[src/rtl/pc_sequencer_if.sv]
// Fetch, register-file read and execute-issue signals between the sequencer
// (master) and the memory/datapath side (slave).
interface pc_sequencer_if;
  logic        imem_req;
  logic [7:0]  imem_addr;
  logic        imem_ack;
  logic [15:0] imem_data;
  logic [2:0]  rf_ra;
  logic [2:0]  rf_rb;
  logic [7:0]  rf_rd_a;
  logic [7:0]  rf_rd_b;
  logic        ex_valid;
  logic [15:0] ex_instr;
  logic        ex_done;

  modport master (
    output imem_req, imem_addr, rf_ra, rf_rb, ex_valid, ex_instr,
    input  imem_ack, imem_data, rf_rd_a, rf_rd_b, ex_done
  );

  modport slave (
    input  imem_req, imem_addr, rf_ra, rf_rb, ex_valid, ex_instr,
    output imem_ack, imem_data, rf_rd_a, rf_rd_b, ex_done
  );
endinterface

[src/rtl/pc_sequencer.sv]
// Program-counter sequencer: fetches one instruction at a time, resolves
// branches/jumps locally and issues everything else to the datapath.
//
// state  | meaning
// IDLE   | waiting for run at an instruction boundary
// FETCH  | imem_req high, waiting for imem_ack
// DECODE | ir valid, register reads presented, branch outcome resolved
// BRANCH | br_taken valid, pc redirected at end of cycle
// EXWAIT | ex_valid high, waiting for ex_done
// HALT   | halted, left only through reset
module pc_sequencer (
  input  logic                 clk,
  input  logic                 rst,
  input  logic                 run,
  pc_sequencer_if.master       bus,
  output logic [7:0]           pc,
  output logic                 br_taken,
  output logic                 halted
);
  localparam logic [4:0] OP_BNE  = 5'b10011;
  localparam logic [4:0] OP_BE   = 5'b10100;
  localparam logic [4:0] OP_BNER = 5'b10101;
  localparam logic [4:0] OP_BER  = 5'b10110;
  localparam logic [4:0] OP_J    = 5'b10111;
  localparam logic [4:0] OP_JR   = 5'b11000;
  localparam logic [4:0] OP_HLT  = 5'b11111;

  typedef enum logic [2:0] {IDLE, FETCH, DECODE, BRANCH, EXWAIT, HALT} state_t;

  state_t      state;
  logic [15:0] ir;
  logic [7:0]  br_target;
  logic        imem_req_q;
  logic        ex_valid_q;
  logic [7:0]  pc_inc;
  logic        a_nz;
  logic        is_branch;
  logic        take;
  logic [7:0]  target;

  assign pc_inc        = pc + 8'd1;
  assign a_nz          = |bus.rf_rd_a;
  assign bus.imem_req  = imem_req_q;
  assign bus.imem_addr = pc;
  assign bus.rf_ra     = ir[10:8];
  assign bus.rf_rb     = ir[7:5];
  assign bus.ex_valid  = ex_valid_q;
  assign bus.ex_instr  = ir;

  // Branch outcome is resolved while DECODE presents the register reads so
  // that br_taken can be a registered pulse aligned with the BRANCH cycle.
  always_comb begin
    is_branch = 1'b1;
    take      = 1'b0;
    target    = ir[7:0];
    case (ir[15:11])
      OP_BNE:  take = a_nz;
      OP_BE:   take = !a_nz;
      OP_BNER: begin take = a_nz;  target = bus.rf_rd_b; end
      OP_BER:  begin take = !a_nz; target = bus.rf_rd_b; end
      OP_J:    take = 1'b1;
      OP_JR:   begin take = 1'b1;  target = bus.rf_rd_a; end
      default: is_branch = 1'b0;
    endcase
  end

  always_ff @(posedge clk or posedge rst) begin
    if (rst) begin
      state      <= IDLE;
      pc         <= 8'h00;
      ir         <= 16'h0000;
      br_target  <= 8'h00;
      imem_req_q <= 1'b0;
      ex_valid_q <= 1'b0;
      br_taken   <= 1'b0;
      halted     <= 1'b0;
    end else begin
      br_taken <= 1'b0;
      case (state)
        IDLE: begin
          if (run) begin
            state      <= FETCH;
            imem_req_q <= 1'b1;
          end
        end
        FETCH: begin
          if (bus.imem_ack) begin
            ir         <= bus.imem_data;
            imem_req_q <= 1'b0;
            state      <= DECODE;
          end
        end
        DECODE: begin
          if (ir[15:11] == OP_HLT) begin
            state  <= HALT;
            halted <= 1'b1;
          end else if (is_branch) begin
            state     <= BRANCH;
            br_taken  <= take;
            br_target <= take ? target : pc_inc;
          end else begin
            state      <= EXWAIT;
            ex_valid_q <= 1'b1;
          end
        end
        BRANCH: begin
          pc         <= br_target;
          state      <= run ? FETCH : IDLE;
          imem_req_q <= run;
        end
        EXWAIT: begin
          if (bus.ex_done) begin
            ex_valid_q <= 1'b0;
            pc         <= pc_inc;
            state      <= run ? FETCH : IDLE;
            imem_req_q <= run;
          end
        end
        HALT: ;
        default: state <= IDLE;
      endcase
    end
  end
endmodule

[src/flat_wrapper.sv]
// flat-port wrapper written by rule: the top's interface ports become plain ports
module pc_sequencer_flat 
  (clk, rst, run, pc, br_taken, halted, bus_imem_req, bus_imem_addr, bus_rf_ra, bus_rf_rb, bus_ex_valid, bus_ex_instr, bus_imem_ack, bus_imem_data, bus_rf_rd_a, bus_rf_rd_b, bus_ex_done);
  pc_sequencer_if bus_i ();
  input  logic clk;
  input  logic rst;
  input  logic run;
  output logic [7:0] pc;
  output logic br_taken;
  output logic halted;
  output wire logic [$bits(bus_i.imem_req)-1:0] bus_imem_req;
  output wire logic [$bits(bus_i.imem_addr)-1:0] bus_imem_addr;
  output wire logic [$bits(bus_i.rf_ra)-1:0] bus_rf_ra;
  output wire logic [$bits(bus_i.rf_rb)-1:0] bus_rf_rb;
  output wire logic [$bits(bus_i.ex_valid)-1:0] bus_ex_valid;
  output wire logic [$bits(bus_i.ex_instr)-1:0] bus_ex_instr;
  input wire logic [$bits(bus_i.imem_ack)-1:0] bus_imem_ack;
  input wire logic [$bits(bus_i.imem_data)-1:0] bus_imem_data;
  input wire logic [$bits(bus_i.rf_rd_a)-1:0] bus_rf_rd_a;
  input wire logic [$bits(bus_i.rf_rd_b)-1:0] bus_rf_rd_b;
  input wire logic [$bits(bus_i.ex_done)-1:0] bus_ex_done;
  assign bus_imem_req = bus_i.imem_req;
  assign bus_imem_addr = bus_i.imem_addr;
  assign bus_rf_ra = bus_i.rf_ra;
  assign bus_rf_rb = bus_i.rf_rb;
  assign bus_ex_valid = bus_i.ex_valid;
  assign bus_ex_instr = bus_i.ex_instr;
  assign bus_i.imem_ack = bus_imem_ack;
  assign bus_i.imem_data = bus_imem_data;
  assign bus_i.rf_rd_a = bus_rf_rd_a;
  assign bus_i.rf_rd_b = bus_rf_rd_b;
  assign bus_i.ex_done = bus_ex_done;
  pc_sequencer u_core (.clk(clk), .rst(rst), .run(run), .bus(bus_i), .pc(pc), .br_taken(br_taken), .halted(halted));
endmodule
[config.mk]
export PLATFORM = sky130hd
export DESIGN_NAME = pc_sequencer_flat
export DESIGN_NICKNAME = d
export VERILOG_FILES = /design/src/rtl/pc_sequencer_if.sv /design/src/rtl/pc_sequencer.sv /design/src/flat_wrapper.sv
export SDC_FILE = /design/constraint.sdc
export NUM_CORES = 1
export LEC_CHECK = 0
export CORE_UTILIZATION = 25
export CTS_CLUSTER_DIAMETER = 80
export DETAILED_ROUTE_END_ITERATION = 12
export PLACE_DENSITY = 0.54
export SLEW_MARGIN = 30
export SYNTH_ARGS = -nofsm -noshare
export SYNTH_HDL_FRONTEND = slang
export SYNTH_SLANG_ARGS = --single-unit
[constraint.sdc]
create_clock -name clk -period 4.6 [get_ports clk]
set_input_delay 1.15 -clock clk [delete_from_list [all_inputs] [get_ports clk]]
set_output_delay 1.15 -clock clk [all_outputs]
set_load 0.03 [all_outputs]
# Word level (Yosys, flattened, before mapping)
# Cells that the tools add are included.
# W data, S select, Z words.
[totals]
out_inout_bits = 42
elab_cells = 70
inputBits = 37
reg_bits = 39
[op_classes]
eq_ne = 17
add_sub_neg = 1
bitwise = 2
muxes = 24
n_reduce_logical = 18
[op_table]
columns = ["cell", "n"]
rows = [
  ["$eq A5 B5 Y1 const B", 7],
  ["$pmux W8 S2", 2],
  ["$pmux W3 S6", 1],
  ["$mux W8", 2],
  ["$mux W3", 5],
  ["$reduce_and A4 Y1", 3],
  ["$mux W1", 11],
  ["$ne A2 B2 Y1 const B", 5],
  ["$add A8 B1 Y8 const B", 1],
  ["$reduce_or A2 Y1", 4],
  ["$reduce_or A8 Y1", 1],
  ["$eq A3 B2 Y1 const B", 2],
  ["$eq A3 B3 Y1 const B", 2],
  ["$reduce_and A2 Y1", 3],
  ["$reduce_or A6 Y1", 1],
  ["$pmux W1 S4", 1],
  ["$reduce_bool A2 Y1", 2],
  ["$reduce_bool A4 Y1", 1],
  ["$eq A3 B1 Y1 const B", 1],
  ["$logic_not A3 Y1", 1],
  ["$pmux W1 S3", 1],
  ["$reduce_and A3 Y1", 1],
  ["$not A1 Y1", 2],
  ["$pmux W1 S2", 1],
  ["$logic_not A1 Y1", 1],
]

# Longest topological paths before layout
[depth]
depth_word = 6
depth_mapped = 7
ltp_nobuf = 6

# Worst setup path before layout
# No wires, ideal clock.
[synth_timing]
path_kind = "input-to-reg"
startpoint = "input bus_rf_rd_a[5]"
endpoint = "register u_core.br_target[3]"
setup_time_ps = 121
setup_slack_ps = 1620
required_ps = 4479
arrival_ps = 2859
n_path_buf = 1
cell_stages = 6
cell_sequence = "or4_4 > or4_4 > and3_4 > buf_6 > a211o_1 > a22o_1"
[synth_via]
elab_chain_len = 4
[synth_rtl]
columns = ["item", "line_no", "rtl"]
rows = [
  ["start, declared", "flat_wrapper.sv:19", "input wire logic [$bits(bus_i.rf_rd_a)-1:0] bus_rf_rd_a;"],
  ["$reduce_or A8 Y1 *", "pc_sequencer.sv:42", "assign a_nz = |bus.rf_rd_a;"],
  ["$logic_not A1 Y1", "pc_sequencer.sv:58, pc_sequencer.sv:60", ""],
  ["$pmux W1 S3 *", "pc_sequencer.sv:56", "case (ir[15:11])"],
  ["$mux W8 *", "pc_sequencer.sv:100", "br_target <= take ? target : pc_inc;"],
  ["end signal, assigned", "pc_sequencer.sv:100", ""],
  ["end, declared", "pc_sequencer.sv:32", "logic [7:0] br_target;"],
]
# Every way passes the cells marked *; elsewhere a longest branch is shown, timed or not.
# A chain may end at the register's enable or synchronous reset.

# Final worst setup path
[layout_timing]
startpoint = "input bus_rf_rd_a[0]"
endpoint = "register u_core.br_target[2]"
# The elaborated chain is that of the path after synthesis.

==> reports/qor.txt <==
outcome -> finished, final reports clean
Seq. cell area -> 976 µm²
Unique masters post-synth -> 44
Post-CTS Hold Buffers -> 0
Worst-Margin Slew -> 0.777 ns
Worst Hold Path Cells -> 2
Place WS -> 1.15 ns
row cnt -> 33
routed vias/inst -> 4.73
H-tree depth -> 2
Synth async-reset ratio -> 100%
relative slew slack -> 48.2%
fraction of layout cells with a size suffix above 1 -> 12.3%
TNS Setup -> 0 ns
Yosys Warn Count -> 0
most common cell in the synthesized netlist -> dfrtp_1
Die W -> 95.9 µm
DIE AREA -> 9200 µm²
number of flops mapped to enable cells by yosys -> 0
syn_area_per_cell -> 9.93 µm²
CP endpoint kind -> flop
die height -> 95.9 µm
Post-synth top cells -> dfrtp_1, a21oi_1, mux2_2, nand2_1, o21ai_0
DR top layer -> met4
Arr. time, crit path -> 3.33 ns
Worst Setup Start Kind -> input pin
met2 routed wirelength -> 2430 µm
Reg clk slew, reported paths -> 0.08 ns
CTS Buf Count -> 5
final hold violations -> 0
Multi-input gate area -> 1050 µm²
Critical Path RT -> 4.79 ns
top cells by area, synth -> dfrtp_1, mux2_2, buf_4
max_cap viols -> 0
CTS max path bufs -> 2
vias in the first global route -> 1819
GPL Wtd Cong -> 0.766
RSZ-0062 raised after global routing -> false
worst reg2reg path depth -> 5
gr ovfl total -> 0
Synth Instances -> 222
Starting DRT DRC Count -> 57
FF+latch count, synth -> 39
largest area contributor in the netlist -> dfrtp_1
final WL -> 5400 µm
NumNets Final -> 321
DR WL met3 -> 323 µm
area delta synth->final -> 40.1%
CTS root buffer -> clkbuf_8
Setup WS post-layout -> 1.46 ns
fillcell total -> 870
Setup Buffers After CTS -> 0
period utilization -> 68.3%
CP max FO -> 13
mapped cell area -> 2200 µm²
WS Path Type -> in -> reg
non-filler cells in the finished layout -> 389
minimum clock period -> 3.14 ns
dpl hpwl -> 4090 µm
largest net degree at the start of global routing -> 40
Core Region -> 8380 µm²
antenna diode count -> 0
CTS tree -> built
fmax -> 318 MHz
Hold WS -> 0.482 ns
num ports -> 79
final core utilization -> 36.8%
syn_nets -> 260
WL/cell -> 13.9 µm
Buffers on Ports -> 78
WL met1 -> 2580 µm
total track usage -> 12.8%
PwrDens -> 716 nW/µm²
post-route ant nets -> 0
Clock Latency Late Sink -> 0.30 ns
HP Class -> reg -> reg
Final Skew -> 0.00980 ns
Final setup viols -> 0
vias -> 1839
initial antenna violation count -> 0
top-area cell type share of the netlist area -> 44.3%
register area share after synthesis -> 44.3%
Post-CTS Resized -> 0
CTS Sinks -> 39
maximum VDD drop -> 0.341 mV
first-pass GRT wire length -> 8980 µm
Lkg Pwr -> 0.00122 µW
Initial Util -> 26.3%
DRC Markers -> 0
Cells after DPL -> 381
ys flop type -> dfrtp_1
First-pass DRT Iterations -> 4
final count of pins violating max slew -> 0
stage by stage:
stage          instance area, µm²  total power [µW]
2_1_floorplan                2200              1530
3_3_place_gp                 2970              1900
3_5_place_dp                 2970              1920
4_1_cts                      3090              2230
5_1_grt                      3090              2360
6_report                     3090              2210
registers in the layout, summed over array words and instances (netlist names):
name	count
u_core.br_target	8
u_core.bus.ex_instr	16
u_core.state	3
u_core.halted	1
u_core.br_taken	1
u_core.bus.ex_valid	1
u_core.bus.imem_addr	8
u_core.bus.imem_req	1
layout make-up:
class,instances,share of cell area [%]
clock buffer,6,2.67
clock inverter,2,1.13
inverter,4,0.486
multi-input combinational,153,34.2
sequential,39,31.6
tap,105,4.25
timing repair buffer,80,25.7
final timing paths:
| kind | end | startpoint | slack (ns) |
|---|---|---|---|
| worst max-delay path | u_core.br_target[2] | bus_rf_rd_a[0] | 1.46 |
| worst min-delay path | u_core.br_target[6] | u_core.br_target[6] | 0.48 |
| worst max register to register | u_core.br_target[2] | u_core.bus.ex_instr[12] | 2.28 |
| worst min register to register | u_core.br_target[6] | u_core.br_target[6] | 0.48 |
| max in group asynchronous | u_core.state[1] | rst | 2.98 |
| min in group asynchronous | u_core.bus.ex_instr[12] | rst | 1.26 |
routing by layer:
layer  vias up  GRT usage, %
li1        906             -
met1       873          17.3
met2        54          19.7
met3         6          3.40
met4         0          4.35
met5         -             0
logic make-up after synthesis:
group,share of synthesized area [%]
muxes,9.53
xor gates and xnor gates,3.18
adders and majority gates,0.567
AOI/OAI and AO/OA,19.3
DFF,44.3
and+or+nand+nor,15.3
buffers and inverters,7.89
report_power, final:
part,total [µW],internal (µW),leakage [µW],switching (µW)
clock,304,176,0.0000612,128
combinational,1220,558,0.000683,661
sequential,686,494,0.000473,193
total,2210,1230,0.00122,982
cells in the final DEF, fill, tap and decap left out, drive strengths merged, types with 2 or more instances in the layout:
cell type,netlist,final
o31ai,5,5
nor2,13,13
mux2,16,16
a211o,4,4
nor3b,2,2
nand3b,2,2
nor3,4,4
nand3,4,4
xor2,2,2
o21ai,15,15
and3,2,2
clkdlybuf4s50,0,78
dfrtp,39,39
xnor2,6,6
mux2i,3,3
nand2b,4,4
o22ai,2,2
inv,4,4
or4,3,3
and2,2,2
a21oi,17,17
a211oi,4,4
nor2b,3,3
nand2,16,16
clkbuf,10,6
a22o,13,13
buf,16,2
critical path: stages:
cell and delay, ns:
clkdlybuf4s50_1 0.41, or4_1 0.58, or4_4 0.51, and3_4 0.21
a211o_2 0.27, a22o_1 0.20
No activity file was read; power rests on OpenSTA's default activity.
